## src/rtl/cmos_cap_pkg.sv

```systemverilog
// Shared types and constants for the CMOS capture front-end.
package cmos_cap_pkg;
    typedef enum logic [1:0] {
        IDLE   = 2'd0,
        SKIP   = 2'd1,
        ACTIVE = 2'd2
    } cap_state_t;

    localparam logic MODE_RGB565     = 1'b0;
    localparam logic MODE_LUMA       = 1'b1;
    localparam int   SKIP_FRAMES_DEF = 10;
endpackage

```

## src/rtl/cmos_capture_roi_if.sv

```systemverilog
// Gated pixel stream handed to the DDR writer / recognition engine.
interface cmos_capture_roi_if;
    logic        cmos_frame_vsync;
    logic        cmos_frame_href;
    logic        cmos_frame_valid;
    logic [15:0] cmos_frame_data;

    modport master (
        output cmos_frame_vsync,
        output cmos_frame_href,
        output cmos_frame_valid,
        output cmos_frame_data
    );

    modport slave (
        input cmos_frame_vsync,
        input cmos_frame_href,
        input cmos_frame_valid,
        input cmos_frame_data
    );
endinterface

```

## src/rtl/cmos_byte_pack.sv

```systemverilog
// Pairs registered camera bytes into 16-bit pixels; RGB565 keeps both bytes,
// luma mode keeps only the Y byte of each Y/U or Y/V pair.
module cmos_byte_pack
    import cmos_cap_pkg::*;
(
    input  logic        cam_pclk,
    input  logic        rst_n,
    input  logic        clear,
    input  logic        href,
    input  logic [7:0]  din,
    input  logic        mode,
    output logic        pix_done,
    output logic [15:0] pix_data,
    output logic        phase
);
    logic [7:0] hi_byte;

    always_ff @(posedge cam_pclk or negedge rst_n) begin
        if (!rst_n) begin
            phase   <= 1'b0;
            hi_byte <= 8'h00;
        end else begin
            if (clear || !href) begin
                phase <= 1'b0;
            end else begin
                phase <= ~phase;
            end
            if (href && !phase) begin
                hi_byte <= din;
            end
        end
    end

    // Luma completes on the first byte of the pair, RGB565 on the second.
    always_comb begin
        pix_done = 1'b0;
        pix_data = 16'h0000;
        if (mode == MODE_LUMA) begin
            pix_done = href && !phase;
            pix_data = {8'h00, din};
        end else begin
            pix_done = href && phase;
            pix_data = {hi_byte, din};
        end
    end
endmodule

```

## src/rtl/cmos_capture_roi.sv

```systemverilog
// OV5640 DVP capture: start-up frame skip, byte packing, ROI gating, frame stats.
//   state  | meaning
//   IDLE   | capture disabled, waiting for a capture_start rise
//   SKIP   | discarding start-up frames, counting frame starts
//   ACTIVE | capturing; each frame start closes the previous frame
module cmos_capture_roi
    import cmos_cap_pkg::*;
#(
    parameter int CNT_W       = 12,
    parameter int SKIP_FRAMES = SKIP_FRAMES_DEF
) (
    input  logic              cam_pclk,
    input  logic              rst_n,
    input  logic              capture_start,
    input  logic              cam_vsync,
    input  logic              cam_href,
    input  logic [7:0]        cam_data,
    input  logic              pix_mode,
    input  logic [CNT_W-1:0]  roi_x0,
    input  logic [CNT_W-1:0]  roi_y0,
    input  logic [CNT_W-1:0]  roi_w,
    input  logic [CNT_W-1:0]  roi_h,
    cmos_capture_roi_if.master pix_out,
    output logic              frame_done,
    output logic              frame_err,
    output logic [7:0]        frame_cnt
);
    localparam logic [CNT_W-1:0] CNT_MAX   = '1;
    localparam logic [7:0]       SKIP_LAST = 8'(SKIP_FRAMES - 1);

    logic             vs_r, hr_r, vs_p, hr_p, cs_p;
    logic [7:0]       d_r;
    cap_state_t       state;
    logic [7:0]       skip_cnt;
    logic             in_frame;
    logic [CNT_W-1:0] x, y, x0_s, y0_s, w_s, h_s;
    logic             mode_s, err_acc;
    logic             pix_done, phase;
    logic [15:0]      pix_data;

    always_ff @(posedge cam_pclk or negedge rst_n) begin
        if (!rst_n) begin
            vs_r <= 1'b0;
            hr_r <= 1'b0;
            d_r  <= 8'h00;
            vs_p <= 1'b0;
            hr_p <= 1'b0;
            cs_p <= 1'b0;
        end else begin
            vs_r <= cam_vsync;
            hr_r <= cam_href;
            d_r  <= cam_data;
            vs_p <= vs_r;
            hr_p <= hr_r;
            cs_p <= capture_start;
        end
    end

    logic fs, hr_fall, cs_rise, go_active, active_fs, close_frame, run;
    logic odd_err, sat_err, close_err, x_in, y_in, pix_in;
    logic [CNT_W:0] x_end, y_end;

    assign fs          = vs_r && !vs_p;
    assign hr_fall     = hr_p && !hr_r;
    assign cs_rise     = capture_start && !cs_p;
    assign go_active   = (state == SKIP) && fs && (skip_cnt == SKIP_LAST) && capture_start;
    assign active_fs   = fs && capture_start && ((state == ACTIVE) || go_active);
    assign close_frame = fs && capture_start && (state == ACTIVE) && in_frame;
    assign run         = (state == ACTIVE) && capture_start;

    // A vsync rise with href still high is charged to the frame being closed.
    assign odd_err   = hr_fall && phase;
    assign sat_err   = pix_done && (x == CNT_MAX);
    assign close_err = err_acc || odd_err || sat_err || hr_r;

    assign x_end  = {1'b0, x0_s} + {1'b0, w_s};
    assign y_end  = {1'b0, y0_s} + {1'b0, h_s};
    assign x_in   = (x >= x0_s) && ((w_s == '0) || ({1'b0, x} < x_end));
    assign y_in   = (y >= y0_s) && ((h_s == '0) || ({1'b0, y} < y_end));
    assign pix_in = pix_done && x_in && y_in && run && !active_fs;

    cmos_byte_pack u_pack (
        .cam_pclk (cam_pclk),
        .rst_n    (rst_n),
        .clear    (active_fs),
        .href     (hr_r),
        .din      (d_r),
        .mode     (mode_s),
        .pix_done (pix_done),
        .pix_data (pix_data),
        .phase    (phase)
    );

    always_ff @(posedge cam_pclk or negedge rst_n) begin
        if (!rst_n) begin
            state      <= IDLE;
            skip_cnt   <= 8'h00;
            in_frame   <= 1'b0;
            frame_done <= 1'b0;
            frame_err  <= 1'b0;
            frame_cnt  <= 8'h00;
        end else begin
            frame_done <= close_frame;
            if (close_frame) begin
                frame_err <= close_err;
                frame_cnt <= frame_cnt + 8'd1;
            end
            if (!capture_start) begin
                state    <= IDLE;
                in_frame <= 1'b0;
            end else begin
                case (state)
                    IDLE: begin
                        if (cs_rise) begin
                            skip_cnt <= 8'h00;
                            state    <= (SKIP_FRAMES == 0) ? ACTIVE : SKIP;
                        end
                    end
                    SKIP: begin
                        if (fs) begin
                            if (skip_cnt == SKIP_LAST) begin
                                state <= ACTIVE;
                            end else begin
                                skip_cnt <= skip_cnt + 8'd1;
                            end
                        end
                    end
                    ACTIVE:  state <= ACTIVE;
                    default: state <= IDLE;
                endcase
                if (active_fs) begin
                    in_frame <= 1'b1;
                end
            end
        end
    end

    always_ff @(posedge cam_pclk or negedge rst_n) begin
        if (!rst_n) begin
            x       <= '0;
            y       <= '0;
            x0_s    <= '0;
            y0_s    <= '0;
            w_s     <= '0;
            h_s     <= '0;
            mode_s  <= MODE_RGB565;
            err_acc <= 1'b0;
        end else if (active_fs) begin
            x       <= '0;
            y       <= '0;
            x0_s    <= roi_x0;
            y0_s    <= roi_y0;
            w_s     <= roi_w;
            h_s     <= roi_h;
            mode_s  <= pix_mode;
            err_acc <= 1'b0;
        end else begin
            if (hr_fall) begin
                x <= '0;
                y <= (y == CNT_MAX) ? y : y + CNT_W'(1);
            end else if (pix_done && (x != CNT_MAX)) begin
                x <= x + CNT_W'(1);
            end
            err_acc <= err_acc || odd_err || sat_err;
        end
    end

    always_ff @(posedge cam_pclk or negedge rst_n) begin
        if (!rst_n) begin
            pix_out.cmos_frame_vsync <= 1'b0;
            pix_out.cmos_frame_href  <= 1'b0;
            pix_out.cmos_frame_valid <= 1'b0;
            pix_out.cmos_frame_data  <= 16'h0000;
        end else begin
            pix_out.cmos_frame_vsync <= vs_r && capture_start && ((state == ACTIVE) || go_active);
            pix_out.cmos_frame_href  <= hr_r && y_in && run;
            pix_out.cmos_frame_valid <= pix_in;
            if (pix_in) begin
                pix_out.cmos_frame_data <= pix_data;
            end
        end
    end
endmodule
```

## src/flat_wrapper.sv

```systemverilog
// flat-port wrapper written by rule: the top's interface ports become plain ports
module cmos_capture_roi_flat import cmos_cap_pkg::*;
#(
    parameter int CNT_W       = 12,
    parameter int SKIP_FRAMES = SKIP_FRAMES_DEF
)
  (cam_pclk, rst_n, capture_start, cam_vsync, cam_href, cam_data, pix_mode, roi_x0, roi_y0, roi_w, roi_h, frame_done, frame_err, frame_cnt, pix_out_cmos_frame_vsync, pix_out_cmos_frame_href, pix_out_cmos_frame_valid, pix_out_cmos_frame_data);
  cmos_capture_roi_if pix_out_i ();
  input  logic cam_pclk;
  input  logic rst_n;
  input  logic capture_start;
  input  logic cam_vsync;
  input  logic cam_href;
  input  logic [7:0] cam_data;
  input  logic pix_mode;
  input  logic [CNT_W-1:0] roi_x0;
  input  logic [CNT_W-1:0] roi_y0;
  input  logic [CNT_W-1:0] roi_w;
  input  logic [CNT_W-1:0] roi_h;
  output logic frame_done;
  output logic frame_err;
  output logic [7:0] frame_cnt;
  output wire logic [$bits(pix_out_i.cmos_frame_vsync)-1:0] pix_out_cmos_frame_vsync;
  output wire logic [$bits(pix_out_i.cmos_frame_href)-1:0] pix_out_cmos_frame_href;
  output wire logic [$bits(pix_out_i.cmos_frame_valid)-1:0] pix_out_cmos_frame_valid;
  output wire logic [$bits(pix_out_i.cmos_frame_data)-1:0] pix_out_cmos_frame_data;
  assign pix_out_cmos_frame_vsync = pix_out_i.cmos_frame_vsync;
  assign pix_out_cmos_frame_href = pix_out_i.cmos_frame_href;
  assign pix_out_cmos_frame_valid = pix_out_i.cmos_frame_valid;
  assign pix_out_cmos_frame_data = pix_out_i.cmos_frame_data;
  cmos_capture_roi #(.CNT_W(CNT_W), .SKIP_FRAMES(SKIP_FRAMES)) u_core (.cam_pclk(cam_pclk), .rst_n(rst_n), .capture_start(capture_start), .cam_vsync(cam_vsync), .cam_href(cam_href), .cam_data(cam_data), .pix_mode(pix_mode), .roi_x0(roi_x0), .roi_y0(roi_y0), .roi_w(roi_w), .roi_h(roi_h), .pix_out(pix_out_i), .frame_done(frame_done), .frame_err(frame_err), .frame_cnt(frame_cnt));
endmodule
```

## config.mk

```make
export PLATFORM = sky130hd
export DESIGN_NAME = cmos_capture_roi_flat
export DESIGN_NICKNAME = d
export VERILOG_FILES = /design/src/rtl/cmos_cap_pkg.sv /design/src/rtl/cmos_capture_roi_if.sv /design/src/rtl/cmos_byte_pack.sv /design/src/rtl/cmos_capture_roi.sv /design/src/flat_wrapper.sv
export SDC_FILE = /design/constraint.sdc
export NUM_CORES = 1
export LEC_CHECK = 0
export ABC_AREA = 1
export BUFFER_PORTS_ARGS = -buffer_cell sky130_fd_sc_hd__buf_2
export CORE_MARGIN = 2
export CORE_UTILIZATION = 45
export CTS_CLUSTER_DIAMETER = 200
export CTS_CLUSTER_SIZE = 28
export DETAILED_ROUTE_END_ITERATION = 16
export GPL_TIMING_DRIVEN = 0
export PLACE_DENSITY = 0.64
export SYNTH_ARGS = -nofsm -noshare
export SYNTH_HDL_FRONTEND = slang
export SYNTH_SLANG_ARGS = --single-unit
```

## constraint.sdc

```tcl
create_clock -name cam_pclk -period 4.1 [get_ports cam_pclk]
set_clock_uncertainty 0.1 [all_clocks]
set_input_delay 0.205 -clock cam_pclk [delete_from_list [all_inputs] [get_ports cam_pclk]]
set_output_delay 0.205 -clock cam_pclk [all_outputs]
set_load 0.03 [all_outputs]
```

; Yosys cells after proc, flatten, opt, wreduce, memory -nomap -nowiden
; Index checks and enable logic that the tools add are counted.
[word_totals]
out_inout_bits = 29
ff_bits = 136
input_bits = 62
wordCells = 119
[classes]
bitwise = 1
magnitude_cmp = 4
reduce_logical = 47
n_eq_ne = 14
mux = 21
n_addsub = 6
[op_table]
columns = op, n
row1 = $mux 12, 6
row2 = $add 12x12->13, 2
row3 = $logic_and 1x1->1, 26
row4 = $lt 12x13->1, 2
row5 = $add 12x1->12 const B, 2
row6 = $eq 12x12->1 const B, 2
row7 = $ge 12x12->1, 2
row8 = $logic_not 12->1, 2
row9 = $mux 8, 3
row10 = $add 8x1->8 const B, 2
row11 = $mux 16, 1
row12 = $pmux 8 s2, 1
row13 = $ne 12x12->1 const B, 1
row14 = $eq 8x4->1 const B, 1
row15 = $mux 2, 4
row16 = $ne 2x1->1 const B, 4
row17 = $logic_or 1x1->1, 7
row18 = $ne 3x2->1 const B, 2
row19 = $pmux 2 s3, 1
row20 = $logic_not 1->1, 5
row21 = $mux 1, 5
row22 = $reduce_and 5->1, 1
row23 = $reduce_bool 2->1, 2
row24 = $ne 3x3->1 const B, 1
row25 = other kinds (8), 8

; Depth between registers and ports, before layout
[logic_depth]
word_depth = 9
mapped_depth = 22
mapped_depth_nobuf = 21

; By module
; Synthesis repeated with hierarchy kept, for this count alone.
[unflattened]
cells_unflattened = 1015
hier_area_um2 = 8226.6
[by_module_without_submodules]
columns = module, cells_per_inst, seq_area_each_um2, instances, area_per_inst_um2
row1 = cmos_capture_roi, 949, 3178.0, 1, 7728.7
row2 = cmos_byte_pack, 66, 225.2, 1, 498.0

; Least setup slack after synthesis
; No wires, ideal clock.
[synth_path]
path_type = register to register
start = register u_core.x0_s[0]
end = register u_core.pix_out.cmos_frame_data[10]
required_ns = 3.877
setup_slack_ns = 1.187
arrival_time_ns = 2.690
setup_time_ns = 0.123
n_path_buf = 1
stages_incl_launch_ff = 21
period_less_slack_ns = 2.913
cell_sequence = dfrtp_1 ha_1 inv_1 fa_1 o21ai_2 nand3_1 nand2_2 a31oi_1 xor2_1 ha_1 nand2_1 nand2_1 nand2_1 nand2_1 a21oi_1 nand2_1 nand3_2 nand3_4 buf_6 o21ai_0 nand2_1
[synth_via]
elab_chain_len = 8
word_cells_on_any_way = 9
classes_between = add/sub: 1 / order compare: 2 / reduce/logical: 6
[synth_lines]
columns = element, line
row1 = from (decl), cmos_capture_roi.sv:36  ; logic [CNT_W-1:0] x, y, x0_s, y0_s, w_s, h_s;
row2 = from (signal assigned), cmos_capture_roi.sv:151  ; x0_s <= roi_x0;
row3 = $add 12x12->13, cmos_capture_roi.sv:76  ; assign x_end = {1'b0, x0_s} + {1'b0, w_s};
row4 = $lt 12x13->1, cmos_capture_roi.sv:78  ; assign x_in = (x >= x0_s) && ((w_s == '0) || ({1'b0, x} < x_end));
row5 = $logic_or 1x1->1, cmos_capture_roi.sv:78
row6 = $logic_and 1x1->1 *, cmos_capture_roi.sv:78
row7 = $logic_and 1x1->1 * (4 in a row), cmos_capture_roi.sv:80  ; assign pix_in = pix_done && x_in && y_in && run && !active_fs;
row8 = to (signal assigned), cmos_capture_roi.sv:179  ; pix_out.cmos_frame_data <= pix_data;
row9 = to (decl), cmos_capture_roi_if.sv:12  ; output cmos_frame_data
; Mark *: on every way between the ends. The rest lies on a longest branch, timed or not.
; A chain may end at the register's enable or synchronous reset.

; Worst setup path after layout
[layout_path]
start = register u_core.w_s[0]
end = register u_core.pix_out.cmos_frame_data[8]
[layout_via]
elab_chain_len = 8
word_cells_on_any_way = 9
classes_between = add/sub: 1 / order compare: 1 / reduce/logical: 7
[layout_lines]
columns = element, line
row1 = from (decl), cmos_capture_roi.sv:36
row2 = from (signal assigned), cmos_capture_roi.sv:153  ; w_s <= roi_w;
row3 = $add 12x12->13, cmos_capture_roi.sv:76
row4 = $lt 12x13->1, cmos_capture_roi.sv:78
row5 = $logic_or 1x1->1 *, cmos_capture_roi.sv:78
row6 = $logic_and 1x1->1 *, cmos_capture_roi.sv:78
row7 = $logic_and 1x1->1 * (4 in a row), cmos_capture_roi.sv:80
; Marked as above.

==> impl_summary.txt <==
----------------------------------------------------
[Run status]
  Outcome ... complete, no violations

[Clock tree]
  CTS-repair resized insts ... 0
  H-tree levels ... 4
  Largest buffer count on any clock path ... 2
  Latest clock arrival within the worst-skew pair ... 430 ps
  Number of buffers created by CTS ... 17
  TritonCTS clock tree ... yes
  Clock net sink count ... 136
  Clock tree root driver cell ... clkbuf_16
  Clock transition at the register clock pins on the worst setup and hold paths after CTS ... 70 ps

[Logic synthesis]
  Number of enable flip-flop cells after synthesis ... 0
  Synth top area cells ... dfrtp_1 42%, nand2_1 12%, ha_1 12%, inv_1 6.0%, o21ai_0 5.4%
  Portion of synthesized cell area occupied by the leading cell type ... 0.420
  Distinct cells, synth ... 44
  Net count after synthesis ... 1151
  Mapped Avg Cell Area ... 8.04 um^2
  Post-Syn Area ... 8110 um^2
  Main synth FF type ... dfrtp_1
  Fraction of the yosys area taken by sequential cells ... 0.420
  Synthesized netlist cell count ... 1009
  Flip-flop and latch count after synthesis ... 136
  Number of synthesis warnings ... 0
  Most area-hungry cell type in the Yosys netlist ... dfrtp_1
  Async S/R FF share, synth ... 1.00

[Power and ir drop]
  Leak Pwr ... 5.35 nW
  Worst vdd ir ... 0.447 mV
  Pwr/cell area ... 671 nW/um^2

[Final layout]
  Share of post-route cells with drive strength above 1 ... 0.140
  Number of nets in the final layout ... 1322
  Post-route core utilization ... 0.567
  Total non-filler cell area in the finished layout ... 10100 um^2
  Antenna diode count ... 0
  Area delta synth->final ... 24.7%

[Timing]
  Slew at the pin closest to its max-slew limit ... 677 ps
  Worst slew margin relative to its limit ... 0.549
  Final hold slack ... 158 ps
  Max Fclk ... 0.296 GHz
  Unrepaired setup endpoints after global routing ... no
  Post-layout minimum cycle time ... 3380 ps
  Pins Over Slew Limit ... 0
  Final setup violation count ... 0
  Setup TNS ... 0 ps
  Final hold vios ... 0
  Period utilization ... 0.824

[Setup path]
  Nature of the critical path startpoint ... register
  Cells along the critical path ... ha_1, inv_1, fa_1, o21ai_2, nand3_1, nand2_2, a31oi_1, xor2_1, ha_1, nand2_1, nand2_1, nand2_1, nand2_1, a21oi_1, nand2_1, nand3_2, nand3_4, buf_6, o21ai_0, nand2_1
  Cell occurring most often along the worst timing path ... nand2_1
  Required @ worst endpoint ... 4320 ps
  Data arrival at the endpoint of the critical path ... 3600 ps
  CP peak stage delay ... 420 ps
  Crit end category ... register
  Critical path peak fanout ... 10
  Reg-to-reg slack, setup ... 720 ps
  Worst path slowest cell ... fa_1
  Start-to-end type of the worst setup path ... register to register

[Global routing]
  First-pass GRT wire length ... 34200 um
  Pin count of the biggest net entering global routing ... 97
  Vias in the first global route ... 6926
  Total congestion overflow ... 0
  Antenna violations before repair ... 0
  GRT Overall Usage ... 0.222

[Die]
  Overall die height ... 138 um
  Die width ... 138 um
  Die area ... 19100 um^2
  Initial standard-cell utilization of the core ... 0.455
  Site row count ... 49
  Total I/O pin count ... 91
  Std-Cell Core Area ... 17800 um^2

[Place]
  Quantity of I/O buffers inserted on ports ... 90
  Last weighted congestion value of the routability-driven placer ... 0.899
  Area after detailed placement ... 8880 um^2
  Post-detail-place hpwl ... 14600 um

[Route]
  Routed vias ... 7036
  Mean number of vias per cell ... 4.95
  Metal1 wirelength ... 9770 um
  DR WL met3 ... 817 um
  Post-route DRC violation count ... 0
  First-pass DRT Iterations ... 5
  Highest Signal Layer ... met4
  Number of violations reported at the end of detailed-routing iteration 0 ... 378
  Met2 wirelength from detailed routing ... 9290 um
  Final routed wire length divided by cell count ... 14.2 um
  Antenna Nets Post-Route ... 0
  Total detailed-routing wirelength ... 20200 um

[Flow run]
  Number of max-cap violations ... 0

[Worst hold path]
  Hold WC Path Type ... input port to asynchronous set/reset pin

----------------------------------------------------
cell usage in the layout, fill, tap and decap left out, drive strengths merged, types with 2 or more instances in the layout:
cell type / instances
o21a: 3
and3: 2
nor2: 76
nand3: 47
inv: 144
nand4: 13
buf: 103
dlygate4sd3: 61
dfrtp: 136
xnor2: 11
clkbuf: 25
o21bai: 3
xor2: 24
ha: 78
a21o: 2
fa: 2
a31oi: 7
nand2: 280
nor3: 14
o21ai: 92
a21oi: 49
nor4: 6
nand3b: 3
bufinv: 2
clkinvlp: 2
clkinv: 2
sequential cells by signal (all words and copies together) (netlist names), 2 cells and up:
| name | flops |
|---|---|
| u_core.skip_cnt | 8 |
| u_core.state | 2 |
| u_core.pix_out.cmos_frame_data | 16 |
| u_core.x0_s | 12 |
| u_core.d_r | 8 |
| u_core.y | 12 |
| u_core.frame_cnt | 8 |
| u_core.x | 12 |
| u_core.u_pack.hi_byte | 8 |
| u_core.h_s | 12 |
| u_core.w_s | 12 |
| u_core.y0_s | 12 |
Yosys cell counts, types with 2 or more instances:
library cell / number
o21ai_2: 2
clkbuf_1: 7
nand4_1: 13
xnor2_1: 11
nand3_2: 3
o21ai_1: 3
nand2_4: 2
xor2_1: 24
inv_1: 130
and3_1: 2
dfrtp_1: 136
nand3b_1: 3
ha_1: 78
a21oi_1: 48
nor3_1: 14
a31oi_1: 7
o21bai_1: 3
nand3_1: 43
inv_2: 5
nor2_2: 3
fa_1: 2
o21a_1: 3
nand2_1: 269
nand2_2: 9
nor4_1: 5
o21ai_0: 87
buf_6: 2
nor2_1: 71
a21o_1: 2
buf_2: 8
layout make-up:
class | instances | area (um^2)
well taps | 229 | 287
flip-flops and latches | 136 | 3400
clock inverters | 15 | 199
inverters | 135 | 507
multi-input cells | 718 | 4080
plain buffers | 20 | 116
repair buffers | 152 | 1090
clock buffers | 17 | 425
fillers | 1598 | 7730
layer usage:
metal  vias up  global-route usage
met2       133               0.359
met1      3271               0.304
met4         0              0.0612
met5         -                   0
li1       3613                   -
met3        19              0.0471
path summary, 6_finish.rpt:
path,start,endpoint,cells after the start
max in group asynchronous,rst_n,u_core.pix_out.cmos_frame_data[13],3
worst max-delay path,u_core.w_s[0],u_core.pix_out.cmos_frame_data[8],20
worst min register to register,u_core.vs_r,u_core.vs_p,0
worst min-delay path,rst_n,u_core.w_s[9],2
min in group cam_pclk,cam_data[0],u_core.d_r[0],2
worst max register to register,u_core.w_s[0],u_core.pix_out.cmos_frame_data[8],20
power by group:
part	leakage (nW)	internal, mW	switching (mW)
Combinational	3.34	1.28	1.94
Clock	0.300	0.933	0.690
Sequential	1.71	1.66	0.283
stage by stage:
| stage | setup WS, ps | total power [mW] | instances |
|---|---|---|---|
| 4_1_cts | 723 | 6.82 | 1422 |
| 6_report | 720 | 6.79 | 1422 |
| 5_1_grt | 453 | 7.46 | 1422 |
| 2_1_floorplan | 1190 | 4.35 | 1009 |
| 3_3_place_gp | 722 | 5.03 | 1328 |
| 3_5_place_dp | 731 | 5.09 | 1329 |
cell families (layout without fill, tap and decap cells):
logic type,count (synthesis),in the layout,share of synthesized area
and+or+nand+nor,444,444,0.236
buffers and inverters,155,339,0.0768
AOI/OAI and AO/OA,159,159,0.104
adders and majority gates,80,80,0.125
DFF,136,136,0.420
xor gates and xnor gates,35,35,0.0378
worst max-delay path, delay by kind of cell, from the launching register on:
kind / cells / cell delay, ps
AND/OR/NAND/NOR: 10 / 870
adder cells (fa/ha/maj): 3 / 860
AO/OA/AOI/OAI: 4 / 580
flip-flops: 1 / 380
buffers and inverters: 2 / 270
XOR/XNOR: 1 / 200
what timing repair did:
item / 4_1_cts / 5_1_grt
endpoints found under the hold margin: 103 / 0
hold buffers: 61 / 0
buffers inserted: 0 / 0
setup endpoints to repair: 0 / 0
Power figures use the tool's default switching activity.
